<file path="config.mk">
export PLATFORM = sky130hd
export DESIGN_NAME = simon_decrypt_core
export DESIGN_NICKNAME = d
export VERILOG_FILES = /design/src/rtl/simon_decrypt_core.sv
export SDC_FILE = /design/constraint.sdc
export NUM_CORES = 1
export LEC_CHECK = 0
export CORE_AREA = 2 2 217 219
export CTS_CLUSTER_DIAMETER = 40
export DETAILED_ROUTE_END_ITERATION = 8
export DIE_AREA = 0 0 219 221
export PLACE_DENSITY = 0.85
export SKIP_CTS_REPAIR_TIMING = 1
export SYNTH_ARGS = -nofsm -noshare
export SYNTH_HDL_FRONTEND = slang
export SYNTH_HIERARCHICAL = 1
export SYNTH_SLANG_ARGS = --single-unit
</file>
<file path="constraint.sdc">
create_clock -name clk -period 34 [get_ports clk]
set_clock_uncertainty 0.15 [all_clocks]
set_input_delay 6.8 -clock clk [delete_from_list [all_inputs] [get_ports clk]]
set_output_delay 6.8 -clock clk [all_outputs]
set_load 0.03 [all_outputs]
</file>
<file path="src/rtl/simon_decrypt_core.sv">
// Iterative SIMON32/64 decryption: expands the key schedule forward to k32..k35,
// then unwinds it one word at a time while applying inverse rounds.

module simon_dec_step (
  input  logic             inv,
  input  logic [4:0]       idx,
  input  logic [3:0][15:0] w_i,
  input  logic [15:0]      x_i,
  input  logic [15:0]      y_i,
  output logic [3:0][15:0] w_o,
  output logic [15:0]      x_o,
  output logic [15:0]      y_o
);
  localparam logic [61:0] Z0_SEQ = 62'b11111010001001010110000111001101111101000100101011000011100110;
  localparam logic [15:0] C = 16'hFFFC;

  logic        zb;
  logic [15:0] t3, tmp, kw, fy;

  // Forward window is k[i..i+3]; inverse window is k[i+1..i+4], so the tmp
  // taps shift down by one word in inverse mode.
  always_comb begin
    zb  = Z0_SEQ[6'd61 - {1'b0, idx}];
    t3  = inv ? w_i[2] : w_i[3];
    tmp = {t3[2:0], t3[15:3]} ^ (inv ? w_i[0] : w_i[1]);
    tmp = tmp ^ {tmp[0], tmp[15:1]};
    kw  = C ^ {15'b0, zb} ^ (inv ? w_i[3] : w_i[0]) ^ tmp;
    fy  = ({y_i[14:0], y_i[15]} & {y_i[7:0], y_i[15:8]}) ^ {y_i[13:0], y_i[15:14]};
    if (inv) begin
      w_o = {w_i[2], w_i[1], w_i[0], kw};
      x_o = y_i;
      y_o = x_i ^ fy ^ kw;
    end else begin
      w_o = {kw, w_i[3], w_i[2], w_i[1]};
      x_o = x_i;
      y_o = y_i;
    end
  end
endmodule

module simon_decrypt_core #(
  parameter int mixed_size = 8
) (
  input  logic        clk,
  input  logic        rst,
  input  logic        in_valid,
  output logic        in_ready,
  input  logic [63:0] key_in,
  input  logic [31:0] cipher_in,
  output logic        out_valid,
  input  logic        out_ready,
  output logic [31:0] plain_out
);
  localparam int N  = 32 / mixed_size;
  localparam int CW = $clog2(N) + 1;

  typedef enum logic [1:0] {IDLE, EXPAND, DECRYPT, DONE} state_t;

  state_t           state_q, state_d;
  logic [CW-1:0]    cnt_q, cnt_d;
  logic [3:0][15:0] kw_q, kw_d;
  logic [15:0]      x_q, x_d, y_q, y_d;
  logic [31:0]      plain_q, plain_d;

  logic                          inv;
  logic [4:0]                    base;
  logic [mixed_size:0][3:0][15:0] w_c;
  logic [mixed_size:0][15:0]      x_c, y_c;

  assign inv    = (state_q == DECRYPT);
  assign base   = 5'(int'(cnt_q) * mixed_size);
  assign w_c[0] = kw_q;
  assign x_c[0] = x_q;
  assign y_c[0] = y_q;

  for (genvar s = 0; s < mixed_size; s++) begin : g_step
    logic [4:0] idx_fwd, idx;
    assign idx_fwd = base + 5'(s);
    // Inverse order walks i = 31..0; 31 - v is ~v in 5 bits.
    assign idx     = inv ? ~idx_fwd : idx_fwd;
    simon_dec_step u_step (
      .inv(inv), .idx(idx),
      .w_i(w_c[s]),   .x_i(x_c[s]),   .y_i(y_c[s]),
      .w_o(w_c[s+1]), .x_o(x_c[s+1]), .y_o(y_c[s+1])
    );
  end

  always_comb begin
    state_d = state_q;
    cnt_d   = cnt_q;
    kw_d    = kw_q;
    x_d     = x_q;
    y_d     = y_q;
    plain_d = plain_q;
    case (state_q)
      IDLE: begin
        if (in_valid) begin
          kw_d    = key_in;
          x_d     = cipher_in[31:16];
          y_d     = cipher_in[15:0];
          cnt_d   = '0;
          state_d = EXPAND;
        end
      end
      EXPAND: begin
        kw_d  = w_c[mixed_size];
        cnt_d = cnt_q + 1'b1;
        if (cnt_q == CW'(N - 1)) begin
          cnt_d   = '0;
          state_d = DECRYPT;
        end
      end
      DECRYPT: begin
        // One extra cycle after the last round registers the result.
        if (cnt_q == CW'(N)) begin
          plain_d = {x_q, y_q};
          state_d = DONE;
        end else begin
          kw_d  = w_c[mixed_size];
          x_d   = x_c[mixed_size];
          y_d   = y_c[mixed_size];
          cnt_d = cnt_q + 1'b1;
        end
      end
      DONE: begin
        if (out_ready) state_d = IDLE;
      end
      default: state_d = IDLE;
    endcase
  end

  always_ff @(posedge clk or posedge rst) begin
    if (rst) begin
      state_q <= IDLE;
      cnt_q   <= '0;
      kw_q    <= '0;
      x_q     <= '0;
      y_q     <= '0;
      plain_q <= '0;
    end else begin
      state_q <= state_d;
      cnt_q   <= cnt_d;
      kw_q    <= kw_d;
      x_q     <= x_d;
      y_q     <= y_d;
      plain_q <= plain_d;
    end
  end

  assign in_ready  = (state_q == IDLE) & ~rst;
  assign out_valid = (state_q == DONE);
  assign plain_out = plain_q;
endmodule

</file>
==> impl_metrics.toml, run 1 <==
[outcome]
status = "complete, no violations"

[worst_hold_path]
hold_end = "plain_out[0]"
hold_start = "plain_out[0]"
hold_depth = 1
hold_path_class = "register to register"

[timing]
tightest_slew_ns = 1.16
setup_tns_ns = 0
max_freq_mhz = 66.3
rsz0062_at_grt = "false"
finalSetupViolations = 0
drv_slew = 0
slew_headroom_pct = 22.5
finalCriticalPeriod_ns = 15.07
post-route-period-util_pct = 44.3
final_hold_viol_count = 0

[floorplan]
die_w_um = 219
core_area_um2 = 46100
row_count = 79
fp.dieH_um = 221
start_util_pct = 65.3
num_io_pins = 134
die_area_um2 = 48400

[yosys]
synth_nets = 3351
ys_ff_latch = 133
synth-edff-count = 0
yosys_warnings = 6
syn_avg_cell_area_um2 = 9.47
syn_area_um2 = 30100
netlist-cell-type-count = 50
synth-seq-area-share_pct = 11.1
synth_flop_cell = "dfrtp_1"
synthArstFlopShare_pct = 100
synth_cells = 3177

[critical_path]
worstSetupPathType = "primary input to output port"
cp.required_ns = 27.05
path_cells = "clkdlybuf4s50_1 -> nor2b_1 -> clkdlybuf4s50_1"
crit_path_max_fanout = 2
r2r-end = "y_q[6]"
critPathArrivalTime_ns = 8.12
reg2regPathDepth = 47
reg2reg_from = "state_q[0]"
endpoint_kind = "output port"
reg2reg_slack_ns = 19.23
slowest_stage = "clkdlybuf4s50_1"
cp_common_cell = "clkdlybuf4s50_1"
slowest_delay_ns = 0.69
cp-start-kind = "primary input"

[final_layout]
nNetsFinal = 3345
fillers = 3551
area_delta_synth_final_pct = 6.07
n_antenna_cell = 0
drive_gt1_share_pct = 29.4

[run]
cap_violations = 0

[global_route]
grt_pass1_wl_mm = 155
gr-usage-all-layers_pct = 43.4
grt-ovfl-total = 0
antenna_found_initial = 3
grt_max_degree = 182
grt_pass1_vias = 23500

[placed_design]
hpwl_mm = 86.9
portBuffers = 133
place.gp.congestion = 1.12

[clock_network]
clk_latency_ns = 0.43
cts_root_buf = "clkbuf_16"
cts_tree = "yes"
clock-sinks = 133
cts_made_buffers = 17
max-clock-path-buffers = 2
path_clk_slew_ns = 0.06
htree_num_levels = 4

[detailed_routing]
vias = 24400
wl_per_cell_um = 28.2
dr.max_layer_used = "met5"
wl_met3_mm = 11.0
drt_first_iter_violations = 3217
drc_errors = 0
firstDrtPassIters = 6
wirelength_mm = 107
via_per_inst = 6.44
ant_nets = 0
route.met2.wl_mm = 45.0
drt-met1-wl_mm = 41.9
## worst max-delay path, delay by kind of cell
| kind | cells | cell delay [ns] |
|---|---|---|
| AND/OR/NAND/NOR | 1 | 0.15 |
| buffers and inverters | 2 | 1.18 |
## registers in the layout (all words and copies together) (netlist names)
signal and flops:
kw_q 64, plain_out 32, x_q 16, y_q 16, cnt_q 3, state_q 2
## logic make-up (layout without fill, tap and decap cells)
kind of cell             Yosys count  in the layout  synth area share [%]
adder cells (fa/ha/maj)           74             74                  3.08
flip-flops                       133            133                  11.1
multiplexers                    1095           1095                  40.2
XOR/XNOR                         999            999                  30.8
AO/OA/AOI/OAI                    235            235                  4.78
buffers and inverters            265            272                  4.61
AND/OR/NAND/NOR                  376            376                  5.51
## cells in the mapped netlist, types with 12 or more instances
| cell | count | share of area, % |
|---|---|---|
| buf_6 | 39 | 1.5 |
| buf_2 | 46 | 0.77 |
| inv_1 | 84 | 1.0 |
| o21ai_0 | 54 | 0.90 |
| nand3_1 | 15 | 0.25 |
| clkbuf_1 | 82 | 1.0 |
| nand2_1 | 216 | 2.7 |
| mux2i_2 | 21 | 0.96 |
| xnor2_2 | 30 | 1.6 |
| a211oi_1 | 14 | 0.35 |
| nand3b_1 | 14 | 0.35 |
| o2111ai_1 | 14 | 0.41 |
| mux2_1 | 15 | 0.56 |
| xnor2_1 | 715 | 21 |
| o21ai_1 | 29 | 0.48 |
| mux2_2 | 780 | 29 |
| ha_1 | 74 | 3.1 |
| nor2_1 | 87 | 1.1 |
| nor2b_1 | 12 | 0.25 |
| mux2i_1 | 270 | 9.0 |
| dfrtp_1 | 133 | 11 |
| xor2_1 | 231 | 6.7 |
| nor4b_1 | 14 | 0.41 |
| a21oi_1 | 89 | 1.5 |
## cells in the final DEF (no fill, tap or decap), drive strengths merged, types with 2 or more instances in the layout
cell type	synthesis	routed
o221ai	7	7
nor2	87	87
nand3	16	16
nand2	216	216
mux2i	291	291
buf	99	23
nand3b	14	14
xnor2	745	745
and3	2	2
mux2	803	803
nor3	3	3
xor3	8	8
clkbuf	82	19
dfrtp	133	133
a211oi	14	14
ha	74	74
clkdlybuf4s50	0	133
nor2b	12	12
or2	8	8
o211a	7	7
o2111ai	14	14
clkinvlp	0	4
bufinv	0	2
a21oi	89	89
nor3b	2	2
xnor3	8	8
o21ai	90	90
clkinv	0	3
nor4b	14	14
inv	84	88
xor2	238	238
a21o	8	8
## metrics by stage
step / cells / util, % / instance area (um2) / hold WS (ns) / setup WS, ns
after detailed placement: 3759 / 68.0 / 31300 / 0.343 / 18.95
after floorplan: 3177 / - / 30100 / 0.363 / 19.82
final: 3791 / 69.3 / 31900 / 0.355 / 18.93
after global placement: 3759 / 68.0 / 31300 / 0.340 / 18.96
after global routing: 3791 / 69.3 / 31900 / 0.367 / 18.55
after CTS: 3791 / 69.3 / 31900 / 0.357 / 18.93
## area by class of cell
cell class	instances	area [um2]	area share, %
inverters	84	318	0.996
clock inverters	13	144	0.451
repair buffers	156	1520	4.75
multi-input cells	2779	25400	79.6
well taps	607	759	2.38
clock buffers	19	453	1.42
flip-flops and latches	133	3330	10.4
## per-layer routing
layer | track usage (%) | vias up
met2 | 63.9 | 1472
met3 | 7.30 | 316
met1 | 57.4 | 11700
met4 | 30.6 | 2
met5 | 0 | -
li1 | - | 10900
## worst max path at each step
stage	start	to	depth (start not counted)
6_report	rst	in_ready	3
5_1_grt	state_q[0]	y_q[3]	47
4_1_cts	rst	in_ready	3
3_5_place_dp	rst	in_ready	3
3_3_place_gp	rst	in_ready	3
2_1_floorplan	rst	in_ready	1
Power of run 1 is not shown: default switching activity piles up to over one toggle a cycle in this logic, so the estimate is an artifact.
==> run 2: changes to the inputs <==
- CORE_AREA: 2 2 217 219 -> 2 2 231 233
- DIE_AREA: 0 0 219 221 -> 0 0 233 235
- PLACE_DENSITY: 0.85 -> 0.79
- clock period: 34 -> 12.6 ns (I/O delays scaled with it)
==> run 2 against run 1 <==
Net effect: sequential share of layout area fell by 0.39 points; setup slack got worse by 19 ns; via count rose by 1.5%; utilization fell by 5.8 points; sequential cell count did not move; non-clock buffer count rose by 146; wire length rose by 1.2%; cell count rose by 6.0%; first-iteration DRC count fell by 6.2%; register-to-register slack got worse by 19 ns.
==> impl_metrics.toml, run 2 (synthesis gave the netlist of run 1 again) <==
[floorplan]
die_w_um = 233
num_io_pins = 134
start_util_pct = 57.6
fp.dieH_um = 235
die_area_um2 = 54800
row_count = 84
core_area_um2 = 52200

[detailed_routing]
drc_errors = 0
drt_first_iter_violations = 3019
wl_per_cell_um = 27.0
wirelength_mm = 108
vias = 24800
firstDrtPassIters = 5
ant_nets = 0
via_per_inst = 6.17

[final_layout]
final_cell_mix = "780 x mux2_2, 715 x xnor2_1, 267 x mux2i_1"
drive_gt1_share_pct = 32.6
fillers = 4341
area_delta_synth_final_pct = 10.2
regMostFlops = "kw_q"
layout_commonest_cell = "mux2_2"
nNetsFinal = 3491
largest_reg_flops = 64

[timing]
tightest_slew_ns = 0.999
drv_slew = 0
post-route-period-util_pct = 96.9
finalSetupViolations = 0
slew_headroom_pct = 33.4
rsz0062_at_grt = "true"
fin_ws_ns = 0.393
final_hold_viol_count = 0
max_freq_mhz = 81.9
finalCriticalPeriod_ns = 12.21

[critical_path]
worstSetupStartpoint = "state_q[0]"
endpoint_kind = "register"
reg2reg_from = "state_q[0]"
critical_path_depth = 48
slowest_stage = "o21ai_0"
critPathCapture = "y_q[5]"
slowest_delay_ns = 0.57
path_delay_family = "XOR/XNOR gates"
cp.buffers_inverters = 6
worstSetupPathType = "register to register"
reg2reg_slack_ns = 0.39
r2r-end = "y_q[5]"
cp_common_cell = "xnor2_1"
reg2regPathDepth = 48
crit_path_max_fanout = 51
cp-start-kind = "register"
critPathArrivalTime_ns = 12.38
cp.required_ns = 12.77

[clock_network]
htree_num_levels = 4
clock-sinks = 133
cts_root_buf = "clkbuf_16"
cts_made_buffers = 17
cts_tree = "yes"
path_clk_slew_ns = 0.07
max-clock-path-buffers = 2
clk_latency_ns = 0.43

[global_route]
grt_pass1_wl_mm = 155
grt-ovfl-total = 0
grt_pass1_vias = 23300
gr-usage-all-layers_pct = 38.5
grt_max_degree = 167
antenna_found_initial = 3

[placed_design]
hpwl_mm = 89.1
dp_worst_setup_slack_ns = 0.647
portBuffers = 133
place.gp.congestion = 1.09

[worst_hold_path]
hold_path_class = "register to register"

[run]
cap_violations = 0

[outcome]
status = "complete, no violations"
-- run 2: worst reg2reg max path: cells and delay by family (launching register included) --
family | cells | cell delay [ns]
XOR/XNOR | 23 | 4.25
flip-flops | 1 | 0.44
multiplexers | 13 | 3.72
adder cells (fa/ha/maj) | 1 | 0.33
AO/OA/AOI/OAI | 5 | 2.05
buffers and inverters | 6 | 1.16
-- run 2: area by class of cell --
type | instances | area (um2) | area share (%)
clock buffer | 17 | 425 | 1.28
multi-input combinational | 2779 | 25400 | 76.6
clock inverter | 15 | 155 | 0.468
sequential | 133 | 3330 | 10.0
inverter | 84 | 320 | 0.966
tap | 688 | 861 | 2.60
antenna | 1 | 2.50 | 0.00755
timing repair buffer | 302 | 2650 | 7.99
-- run 2: worst min path at each step --
| stage | startpoint | endpoint | slack (ns) | cells past startpoint |
|---|---|---|---|---|
| after detailed placement | plain_out[16] | plain_out[16] | 0.34 | 1 |
| final | plain_out[16] | plain_out[16] | 0.36 | 1 |
| after floorplan | kw_q[32] | kw_q[32] | 0.36 | 1 |
| after global placement | plain_out[16] | plain_out[16] | 0.34 | 1 |
| after global routing | plain_out[6] | plain_out[6] | 0.37 | 1 |
| after CTS | plain_out[16] | plain_out[16] | 0.36 | 1 |
-- run 2: layer usage --
| layer | wire length [um] | share of wire (%) | track usage [%] |
|---|---|---|---|
| met1 | 44300 | 41 | 53.0 |
| met2 | 45200 | 42 | 56.3 |
| met3 | 10200 | 9.4 | 4.88 |
| met4 | 8550 | 7.9 | 24.9 |
| met5 | 0 | 0 | 0 |
-- run 2: through the flow --
| stage | std cells | util (%) | TNS (ns) | hold WS (ns) | instance area [um2] |
|---|---|---|---|---|---|
| after floorplan | 3177 | - | 0 | 0.363 | 30100 |
| after global placement | 3986 | 62.3 | 0 | 0.338 | 32500 |
| after detailed placement | 3986 | 62.3 | 0 | 0.342 | 32500 |
| after CTS | 4018 | 63.4 | 0 | 0.357 | 33100 |
| after global routing | 4018 | 63.5 | -0.0000853 | 0.371 | 33100 |
| final | 4019 | 63.5 | 0 | 0.355 | 33100 |
Power of run 2 is left out for the same reason.
